## src/rtl/thrmon_pkg.sv

```systemverilog
// Package for the multi-channel threshold monitor.
// Holds the per-channel FSM state type, the debounce counter width helper
// and the default parameter values shared by the top and channel modules.
package thrmon_pkg;

  typedef enum logic [1:0] {
    BELOW   = 2'd0,
    RISING  = 2'd1,
    ABOVE   = 2'd2,
    FALLING = 2'd3
  } thr_state_t;

  // Width needed to hold a count of 0..debounce.
  function automatic int unsigned cnt_w(input int unsigned debounce);
    return $clog2(debounce + 1);
  endfunction

  localparam int unsigned THRMON_DATA_W      = 32;
  localparam int unsigned THRMON_NUM_THR     = 4;
  localparam int unsigned THRMON_DEBOUNCE    = 3;
  localparam int unsigned THRMON_HYST        = 10;
  localparam int          THRMON_THR_RST_VAL = -100;

endpackage

```

## src/rtl/thrmon_channel.sv

```systemverilog
// One threshold channel: programmable signed threshold register, hysteresis
// and debounce FSM, and registered over / rise / fall outputs.
// Ports:
//   clk, rst_n      clock, asynchronous active-low reset
//   sample_valid    sample_data qualified this cycle
//   sample_data     signed sample
//   wr_en, wr_data  threshold write for this channel (already decoded)
//   over            debounced "above threshold" level
//   rise_pulse      one-cycle pulse on over 0->1
//   fall_pulse      one-cycle pulse on over 1->0
module thrmon_channel
  import thrmon_pkg::*;
#(
  parameter int unsigned DATA_W      = THRMON_DATA_W,
  parameter int unsigned DEBOUNCE    = THRMON_DEBOUNCE,
  parameter int unsigned HYST        = THRMON_HYST,
  parameter int          THR_RST_VAL = THRMON_THR_RST_VAL
) (
  input  logic              clk,
  input  logic              rst_n,
  input  logic              sample_valid,
  input  logic [DATA_W-1:0] sample_data,
  input  logic              wr_en,
  input  logic [DATA_W-1:0] wr_data,
  output logic              over,
  output logic              rise_pulse,
  output logic              fall_pulse
);

  localparam int unsigned CW = cnt_w(DEBOUNCE);
  localparam logic [DATA_W-1:0] THR_RST = DATA_W'(THR_RST_VAL);

  logic signed [DATA_W-1:0] thr_q;
  thr_state_t               state_q, state_d;
  logic [CW-1:0]            cnt_q, cnt_d, cnt_inc;
  logic                     above, rel_hit, over_d;
  logic signed [DATA_W:0]   samp_x, rel_lvl;

  always_comb begin
    // Release level is formed one bit wider so thr - HYST cannot wrap.
    samp_x  = $signed({sample_data[DATA_W-1], sample_data});
    rel_lvl = $signed({thr_q[DATA_W-1], thr_q}) - $signed((DATA_W+1)'(HYST));
    above   = $signed(sample_data) > thr_q;
    rel_hit = samp_x <= rel_lvl;
    cnt_inc = cnt_q + CW'(1);

    state_d = state_q;
    cnt_d   = cnt_q;

    if (sample_valid) begin
      case (state_q)
        BELOW, RISING: begin
          if (above) begin
            if (cnt_inc == CW'(DEBOUNCE)) begin
              state_d = ABOVE;
              cnt_d   = '0;
            end else begin
              state_d = RISING;
              cnt_d   = cnt_inc;
            end
          end else begin
            state_d = BELOW;
            cnt_d   = '0;
          end
        end
        ABOVE, FALLING: begin
          if (rel_hit) begin
            if (cnt_inc == CW'(DEBOUNCE)) begin
              state_d = BELOW;
              cnt_d   = '0;
            end else begin
              state_d = FALLING;
              cnt_d   = cnt_inc;
            end
          end else begin
            state_d = ABOVE;
            cnt_d   = '0;
          end
        end
        default: begin
          state_d = BELOW;
          cnt_d   = '0;
        end
      endcase
    end

    // A write is applied on top of the sample result (which used the old
    // threshold): any debounce run in progress is discarded.
    if (wr_en) begin
      cnt_d = '0;
      if (state_d == RISING)  state_d = BELOW;
      if (state_d == FALLING) state_d = ABOVE;
    end

    over_d = (state_d == ABOVE) || (state_d == FALLING);
  end

  always_ff @(posedge clk or negedge rst_n) begin
    if (!rst_n) begin
      thr_q      <= THR_RST;
      state_q    <= BELOW;
      cnt_q      <= '0;
      over       <= 1'b0;
      rise_pulse <= 1'b0;
      fall_pulse <= 1'b0;
    end else begin
      if (wr_en) thr_q <= wr_data;
      state_q    <= state_d;
      cnt_q      <= cnt_d;
      over       <= over_d;
      rise_pulse <= over_d & ~over;
      fall_pulse <= ~over_d & over;
    end
  end

endmodule

```

## src/rtl/threshold_monitor_multi.sv

```systemverilog
// Multi-channel signed threshold monitor with hysteresis and debounce.
// Optional min/max sample trackers are built when THRMON_MINMAX_EN is defined.
// Ports:
//   clk, rst_n            clock, asynchronous active-low reset
//   sample_valid          sample_data qualified this cycle
//   sample_data           signed sample
//   thr_wr_en/idx/data    threshold write; idx >= NUM_THR ignored
//   over                  per-channel debounced above level
//   rise_pulse/fall_pulse per-channel one-cycle edge pulses
//   stat_clr              clear min/max trackers (THRMON_MINMAX_EN)
//   min_seen/max_seen     signed sample extremes (THRMON_MINMAX_EN)
module threshold_monitor_multi
  import thrmon_pkg::*;
#(
  parameter int unsigned DATA_W      = THRMON_DATA_W,
  parameter int unsigned NUM_THR     = THRMON_NUM_THR,
  parameter int unsigned DEBOUNCE    = THRMON_DEBOUNCE,
  parameter int unsigned HYST        = THRMON_HYST,
  parameter int          THR_RST_VAL = THRMON_THR_RST_VAL,
  localparam int unsigned IDX_W      = (NUM_THR > 1) ? $clog2(NUM_THR) : 1
) (
  input  logic               clk,
  input  logic               rst_n,
  input  logic               sample_valid,
  input  logic [DATA_W-1:0]  sample_data,
  input  logic               thr_wr_en,
  input  logic [IDX_W-1:0]   thr_wr_idx,
  input  logic [DATA_W-1:0]  thr_wr_data,
  output logic [NUM_THR-1:0] over,
  output logic [NUM_THR-1:0] rise_pulse,
  output logic [NUM_THR-1:0] fall_pulse
`ifdef THRMON_MINMAX_EN
  ,
  input  logic               stat_clr,
  output logic [DATA_W-1:0]  min_seen,
  output logic [DATA_W-1:0]  max_seen
`endif
);

  for (genvar i = 0; i < NUM_THR; i++) begin : g_ch
    logic wr_sel;
    assign wr_sel = thr_wr_en && (thr_wr_idx == IDX_W'(i));

    thrmon_channel #(
      .DATA_W      (DATA_W),
      .DEBOUNCE    (DEBOUNCE),
      .HYST        (HYST),
      .THR_RST_VAL (THR_RST_VAL)
    ) u_ch (
      .clk          (clk),
      .rst_n        (rst_n),
      .sample_valid (sample_valid),
      .sample_data  (sample_data),
      .wr_en        (wr_sel),
      .wr_data      (thr_wr_data),
      .over         (over[i]),
      .rise_pulse   (rise_pulse[i]),
      .fall_pulse   (fall_pulse[i])
    );
  end

`ifdef THRMON_MINMAX_EN
  localparam logic [DATA_W-1:0] POS_MAX = {1'b0, {(DATA_W-1){1'b1}}};
  // Symmetric negative bound (-POS_MAX), not the most-negative code.
  localparam logic [DATA_W-1:0] NEG_MAX = {1'b1, {(DATA_W-2){1'b0}}, 1'b1};

  always_ff @(posedge clk or negedge rst_n) begin
    if (!rst_n) begin
      min_seen <= POS_MAX;
      max_seen <= NEG_MAX;
    end else if (stat_clr) begin
      min_seen <= sample_valid ? sample_data : POS_MAX;
      max_seen <= sample_valid ? sample_data : NEG_MAX;
    end else if (sample_valid) begin
      if ($signed(sample_data) < $signed(min_seen)) min_seen <= sample_data;
      if ($signed(sample_data) > $signed(max_seen)) max_seen <= sample_data;
    end
  end
`endif

endmodule

```

## config.mk

```make
export PLATFORM = sky130hd
export DESIGN_NAME = threshold_monitor_multi
export DESIGN_NICKNAME = d
export VERILOG_FILES = /design/src/rtl/thrmon_pkg.sv /design/src/rtl/thrmon_channel.sv /design/src/rtl/threshold_monitor_multi.sv
export SDC_FILE = /design/constraint.sdc
export NUM_CORES = 1
export LEC_CHECK = 0
export ABC_AREA = 1
export BUFFER_PORTS_ARGS = -buffer_cell sky130_fd_sc_hd__buf_2
export CORE_UTILIZATION = 48
export CTS_CLUSTER_SIZE = 30
export DETAILED_ROUTE_END_ITERATION = 8
export GPL_TIMING_DRIVEN = 0
export PLACE_DENSITY = 0.63
export REMOVE_ABC_BUFFERS = 1
export SLEW_MARGIN = 25
export SYNTH_ARGS = -nofsm -noshare
export SYNTH_HDL_FRONTEND = slang
export SYNTH_SLANG_ARGS = --single-unit
```

## constraint.sdc

```tcl
create_clock -name clk -period 8.97 [get_ports clk]
set_clock_uncertainty 0.2 [all_clocks]
set_input_delay 1.3455 -clock clk [delete_from_list [all_inputs] [get_ports clk]]
set_output_delay 1.3455 -clock clk [all_outputs]
set_load 0.03 [all_outputs]
```

## After elaboration in Yosys (flattened, before gate mapping)

Index checks and enable logic that the tools add are counted.

| cells by class | value |
|---|---|
| div/mod/pow operators | 0 |
| eq/ne operators | 35 |
| reduce and logical (&&, ||, !) cells | 25 |
| bitwise gates (word level) | 16 |
| multiplexer cells | 64 |
| add/subtract/negate cells | 8 |
| shifts and indexed selects | 0 |
| multiply operators | 0 |
| $lt $le $gt $ge | 8 |

Operators by type and width:

| kind | number |
|---|---|
| less-or-equal comparator 32 x 33 -> 1 bit | 4 |
| subtractor 32 x 5 -> 33 bit (second input constant) | 4 |
| > comparator 32 bit | 4 |
| two-way mux 2 bit | 56 |
| == test 2 bit (second input constant) | 26 |
| case mux 2 bit (2 select lines) | 8 |
| == test 2 x 1 -> 1 bit (second input constant) | 9 |
| OR reduction 2 bit | 8 |
| zero test 2 bit | 5 |
| adder 2 x 1 -> 2 bit (second input constant) | 4 |
| AND 1 bit | 8 |
| inverter 1 bit | 8 |
| nonzero test 2 bit | 4 |
| logical AND 1 bit | 4 |
| logical OR 1 bit | 4 |

| storage, ports and cells | value |
|---|---|
| ROM bits | 0 |
| register bits | 156 |
| bits of input ports | 70 |
| memory bits (writable) | 0 |
| bits in latches | 0 |
| output and inout port bits | 12 |
| memories kept | 0 |
| word-level logic and storage cells | 180 |

## Depth between registers and ports, before layout

| logic depth | value |
|---|---|
| depth after elaboration | 16 |
| depth in mapped cells | 26 |
| depth with buffers taken out | 26 |

## By module

Synthesis repeated with hierarchy kept, for this count alone.

| unflattened totals | value |
|---|---|
| cells, all modules | 1965 |
| area, all modules | 14835.5 um^2 |

Modules (own cells, without submodules):

| module | instances | area each (um^2) | cells each | sequential area each (um^2) |
|---|---|---|---|---|
| thrmon_channel (g_ch[1].u_ch ...) | 3 | 3708.6 | 491 | 985.9 |
| thrmon_channel (g_ch[0].u_ch) | 1 | 3679.8 | 484 | 985.9 |
| threshold_monitor_multi | 1 | 30.0 | 8 | 0.0 |

## Worst setup path before layout

No wires, ideal clock.

| path | value |
|---|---|
| kind | reg2reg |
| from | register g_ch[2].u_ch.thr_q[1] |
| to | register g_ch[2].u_ch.cnt_q[0] |
| path slack | 5.689 ns |
| clock period less this slack | 3.281 ns |
| setup time | 0.117 ns |
| arrival | 2.964 ns |
| stages on the path, launching flop included | 27 |
| path buffers | 0 |
| data required time | 8.653 ns |
| cell sequence | dfrtp_1 > inv_1 > ha_1 > o21ai_1 > nor2_2 > nand2_2 > nor2_4 > nand2_4 > nor2_8 > nand4_4 > nor2_4 > nand2_1 > xor2_1 > ha_1 > nand2_1 > nor2_1 > nand3_1 > nor2_1 > nand3_1 > nor2_1 > nor2_1 > nand2_1 > nand2_1 > nand3_1 > nand2_1 > nand3_1 > nand2_1 |

| on the way | value |
|---|---|
| longest elaborated chain between the ends | 6 |
| elaborated cells on any way between the ends | 8 |
| classes of those cells | add/sub: 1; order compare: 2; mux: 5 |

Ends and longest elaborated chain:

| element | RTL line | RTL |
|---|---|---|
| from (decl) | thrmon_channel.sv:33 | `logic signed [DATA_W-1:0] thr_q;` |
| from (signal assigned) | thrmon_channel.sv:107 | `if (wr_en) thr_q <= wr_data;` |
| subtractor 32 x 5 -> 33 bit | thrmon_channel.sv:42 | `rel_lvl = $signed({thr_q[DATA_W-1], thr_q}) - $signed((DATA_W+1)'(HYST));` |
| less-or-equal comparator 32 x 33 -> 1 bit | thrmon_channel.sv:44 | `rel_hit = samp_x <= rel_lvl;` |
| two-way mux 2 bit | thrmon_channel.sv:67 | `if (rel_hit) begin` |
| case mux 2 bit (2 select lines) (*) | thrmon_channel.sv:51 | `case (state_q)` |
| two-way mux 2 bit (*) | thrmon_channel.sv:50 | `if (sample_valid) begin` |
| two-way mux 2 bit (*) | thrmon_channel.sv:89 | `if (wr_en) begin` |
| to (signal assigned) | thrmon_channel.sv:109 | `cnt_q <= cnt_d;` |
| to (decl) | thrmon_channel.sv:35 | `logic [CW-1:0] cnt_q, cnt_d, cnt_inc;` |

Mark *: on every way between the ends. The rest lies on a longest branch, timed or not. The select of a mux whose other input is x is not followed.
A chain may end at the register's enable or synchronous reset.

## Final worst setup path

| path | value |
|---|---|
| from | register g_ch[2].u_ch.thr_q[1] |
| to | register g_ch[2].u_ch.rise_pulse |

| on the way | value |
|---|---|
| longest elaborated chain between the ends | 14 |
| elaborated cells on any way between the ends | 17 |
| classes of those cells | add/sub: 1; order compare: 2; eq/ne: 4; mux: 8; bitwise: 1; reduce/logical: 1 |

Ends and longest elaborated chain:

| element | RTL line | RTL |
|---|---|---|
| subtractor 32 x 5 -> 33 bit | thrmon_channel.sv:42 |  |
| less-or-equal comparator 32 x 33 -> 1 bit | thrmon_channel.sv:44 |  |
| two-way mux 2 bit | thrmon_channel.sv:67 |  |
| case mux 2 bit (2 select lines) (*) | thrmon_channel.sv:51 |  |
| two-way mux 2 bit (*) | thrmon_channel.sv:50 |  |
| == test 2 x 1 -> 1 bit | thrmon_channel.sv:91 | `if (state_d == RISING) state_d = BELOW;` |
| two-way mux 2 bit | thrmon_channel.sv:91 |  |
| two-way mux 2 bit | thrmon_channel.sv:89 |  |
| == test 2 bit | thrmon_channel.sv:92 | `if (state_d == FALLING) state_d = ABOVE;` |
| two-way mux 2 bit | thrmon_channel.sv:92 |  |
| two-way mux 2 bit (*) | thrmon_channel.sv:89 |  |
| == test 2 bit | thrmon_channel.sv:95 | `over_d = (state_d == ABOVE) \|\| (state_d == FALLING);` |
| logical OR 1 bit (*) | thrmon_channel.sv:95 |  |
| AND 1 bit (*) | thrmon_channel.sv:111 | `rise_pulse <= over_d & ~over;` |
| to (signal assigned) | thrmon_channel.sv:111 |  |
| to (decl) | thrmon_channel.sv:26 | `output logic rise_pulse,` |

Marked as above.

==> impl_metrics.tcl <==
set metrics [dict create \
    status "complete, no violations" \
    ctsHoldBuffers 0 \
    syn_inst 1997 \
    synthSimpleGateAreaFrac 0.250 \
    power.density_nw_per_um2 187 \
    grt_util_all_layers 0.276 \
    fill_cells 2902 \
    syn_avg_cell_area_um2 7.43 \
    synth-main-ff-cell "dfstp_2" \
    viasPerCell 5.27 \
    final_cells 2472 \
    drive_gt1_frac 0.145 \
    core.rowCount 63 \
    r2r_slack_ns 4.82 \
    layout_min_cycle_time_ns 4.15 \
    hold_class "reg2reg" \
    startpoint_type "flip-flop" \
    avgRoutedWirePerCell_um 16.8 \
    drv_slew 0 \
    drc 0 \
    dieArea_um2 31600 \
    yosysWarnings 0 \
    cts_tree "built" \
    grt_pass1_wl_um 66000 \
    hp-start "g_ch[3].u_ch.over" \
    cts_setup_buffers 0 \
    synth_compound_area_frac 0.110 \
    muxShareOfSynthArea 0 \
    cts_resized 0 \
    synth_top_family_by_area "simple AND/OR/NAND/NOR gates" \
    path_cells "inv_1 -> ha_1 -> o21ai_1 -> nor2_2 -> nand2_2 -> nor2_4 -> nand2_4 -> nor2_8 -> nand4_4 -> nor2_4 -> nand3_2 -> xor2_1 -> ha_1 -> nand2_1 -> nor2_1 -> nand3_1 -> nor2_1 -> nand3_1 -> nor2_1 -> nor2_1 -> nand3_1 -> nand4_1 -> nand2_1 -> nor2_1" \
    dp_hpwl_um 33800 \
    die_h_um 178 \
    r2r-start "g_ch[2].u_ch.thr_q[1]" \
    p_leak_nw 8.14 \
    core_um2 30000 \
    crit-reg2reg-capture "g_ch[2].u_ch.rise_pulse" \
    r2r_cells 24 \
    synth_seq_area_share 0.266 \
    numCtsBuffers 17 \
    drt-initial-drc-count 848 \
    cp_slowest_stage_delay_ns 0.38 \
    cp_max_fo 4 \
    setup_viol 0 \
    hold_viol_final 0 \
    clock-sinks 152 \
    grt_overflow_total 0 \
    crit_family "simple AND/OR/NAND/NOR gates" \
    cpMaxStageDelayCell "dfrtp_1" \
    hold-worst-slack_ns 0.244 \
    yosysTopAreaCell "ha_1" \
    totalWireLength_um 41400 \
    min_delay_worst_endpoint "g_ch[3].u_ch.rise_pulse" \
    synth.ff_latch_count 152 \
    dp_cells 2440 \
    grt_max_degree 78 \
    clk_pin_slew_worst_paths_ns 0.07 \
    synthesis.area_um2 14800 \
    dr.pass1.iters 5 \
    max-cap-violations 0 \
    grt_pass1_vias 12100 \
    min_path_cells 1 \
    initial_utilization 0.494 \
    tns_ns 0 \
    portBuffers 81 \
    place.gp.congestion 0.883 \
    peakVddDrop_mv 0.162 \
    die_w_um 178 \
    cp_common_cell "nor2_1" \
    dr_total_vias 13000 \
    fmax_mhz 241 \
    io_pins 82 \
    cts_max_path_buffers 2 \
    antenna_found_initial 0 \
    synth_area_leaders "ha_1 (22%), dfstp_2 (20%), nand2_1 (12%)" \
    slew_headroom 0.477 \
    crit_arrival_ns 4.31 \
    postRouteAntennaNets 0 \
    synth-async-reset-ratio 1.00 \
    synthToLayoutAreaGrowth_pct 9.89 \
    synth_xor_xnor_area_share 0.0685 \
    worstSetupPathType "reg2reg" \
    worstPathRequired_ns 9.13 \
    worst_pin_slew_ns 0.778 \
    clockRootBuffer "clkbuf_16" \
    worst-path-buf-inv 1 \
    endpoint_kind "flip-flop" \
    synth_top_area_frac 0.219 \
    final_nets 2399 \
    final.period_utilization 0.462 \
    synthAdderAreaFrac 0.219 \
    htreeDepth 4 \
    ys_types 40 \
    clk_latency_ns 0.47 \
    n_antenna_cell 0 \
    rsz0062_at_grt "false" \
    synth_edf_count 0 \
]
[placed cells by master (no fill, tap or decap), types with 2 or more instances in the layout]
master,count
nor2_2,6
nor2_4,11
buf_2,80
nor3_1,23
nand3b_1,2
dfrtp_1,40
inv_6,6
buf_12,2
inv_2,8
o21ai_2,2
buf_6,2
inv_1,278
a21o_1,5
o21a_1,14
ha_1,260
xor2_1,116
nor3_2,11
inv_8,6
clkbuf_16,17
nand2_1,456
buf_4,8
nor4_1,8
nor2_1,170
a21boi_0,5
nand2_2,7
nand3_1,68
nand4_4,2
a21oi_1,126
nand4_1,46
o21ai_1,2
nand3_4,2
dfstp_2,112
nand3_2,8
o21ai_0,158
[worst reg2reg max path, stage by stage, from the launching register on]
cell	delay (ns)
dfrtp_1	0.38
inv_1	0.12
ha_1	0.20
o21ai_1	0.19
nor2_2	0.23
nand2_2	0.12
nor2_4	0.18
nand2_4	0.11
nor2_8	0.16
nand4_4	0.13
nor2_4	0.14
nand3_2	0.07
xor2_1	0.16
ha_1	0.30
nand2_1	0.06
nor2_1	0.13
nand3_1	0.11
nor2_1	0.25
nand3_1	0.11
nor2_1	0.20
nor2_1	0.09
nand3_1	0.11
nand4_1	0.13
nand2_1	0.13
nor2_1	0.05
[cells in the mapped netlist (2+ instances only)]
library cell and instances:
nor2_4 11, o21a_1 14, nor3_2 9, a21boi_0 5
xor2_1 116, a21oi_1 126, nand4_4 2, nor2_1 170
nand2_2 7, nor4_1 8, nor3_1 25, clkbuf_1 22
o21ai_2 2, inv_1 278, buf_1 6, dfrtp_1 40
dfstp_2 112, o21ai_1 2, buf_4 12, nor2_2 6
o21ai_0 158, nand3b_1 2, nand3_1 70, nand4_1 46
a21o_1 5, inv_2 8, nand3_2 8, nand2_1 456
ha_1 260
[flip-flops by register name (all words and copies together) (netlist names)]
signal	cells
g_ch.u_ch.thr_q	128
g_ch.u_ch.cnt_q	8
g_ch.u_ch.over	4
g_ch.u_ch.rise_pulse	4
g_ch.u_ch.fall_pulse	4
g_ch.u_ch.state_q	4
[metal layers]
metal  GRT usage  share of wire  up-vias
li1            -              -     6678
met3      0.0413          0.041       39
met2       0.429           0.44      267
met4      0.0719          0.019        0
met5           0              0        -
met1       0.396           0.50     6055
[logic make-up after synthesis]
| logic type | Yosys count |
|---|---|
| simple gates | 829 |
| fa+ha+maj | 260 |
| xor+xnor | 116 |
| flops | 152 |
| buf+inv | 327 |
| compound gates | 313 |
[per-stage QoR]
step	power, W	cell area (um2)	util	setup WS, ns
CTS	0.00305	16300	0.543	4.82
finish	0.00305	16300	0.543	4.82
global placement	0.00226	15500	0.517	1.81
detailed placement	0.00230	15700	0.523	4.82
floorplan	0.00192	14600	-	4.00
global route	0.00330	16300	0.543	4.53
[report_power, final]
part | internal [W] | switching (W) | leakage, nW | total, W
combinational | 0.000466 | 0.000812 | 6.19 | 0.00128
sequential | 0.000890 | 0.000138 | 1.67 | 0.00103
clock | 0.000373 | 0.000367 | 0.284 | 0.000740
total | 0.00173 | 0.00132 | 8.14 | 0.00305
[area by class of cell]
type	instances	area (um2)	area share
clock buffers	17	425	0.0261
clock inverters	15	153	0.00937
inverters	286	1070	0.0659
multi-input cells	1518	9650	0.592
flip-flops and latches	152	3940	0.242
well taps	390	488	0.0299
repair buffers	94	566	0.0347
[how the worst max path moves through the flow]
stage,start,end,slack [ns],cells past startpoint
floorplan,thr_wr_idx[1],g_ch[0].u_ch.cnt_q[0],4.00,4
CTS,g_ch[2].u_ch.thr_q[1],g_ch[2].u_ch.over,4.82,24
global route,g_ch[2].u_ch.thr_q[1],g_ch[2].u_ch.state_q[1],4.53,23
global placement,thr_wr_idx[1],g_ch[2].u_ch.cnt_q[0],1.81,6
finish,g_ch[2].u_ch.thr_q[1],g_ch[2].u_ch.rise_pulse,4.82,24
detailed placement,sample_data[23],g_ch[3].u_ch.cnt_q[1],4.82,11
No activity file was read; power rests on OpenSTA's default activity.
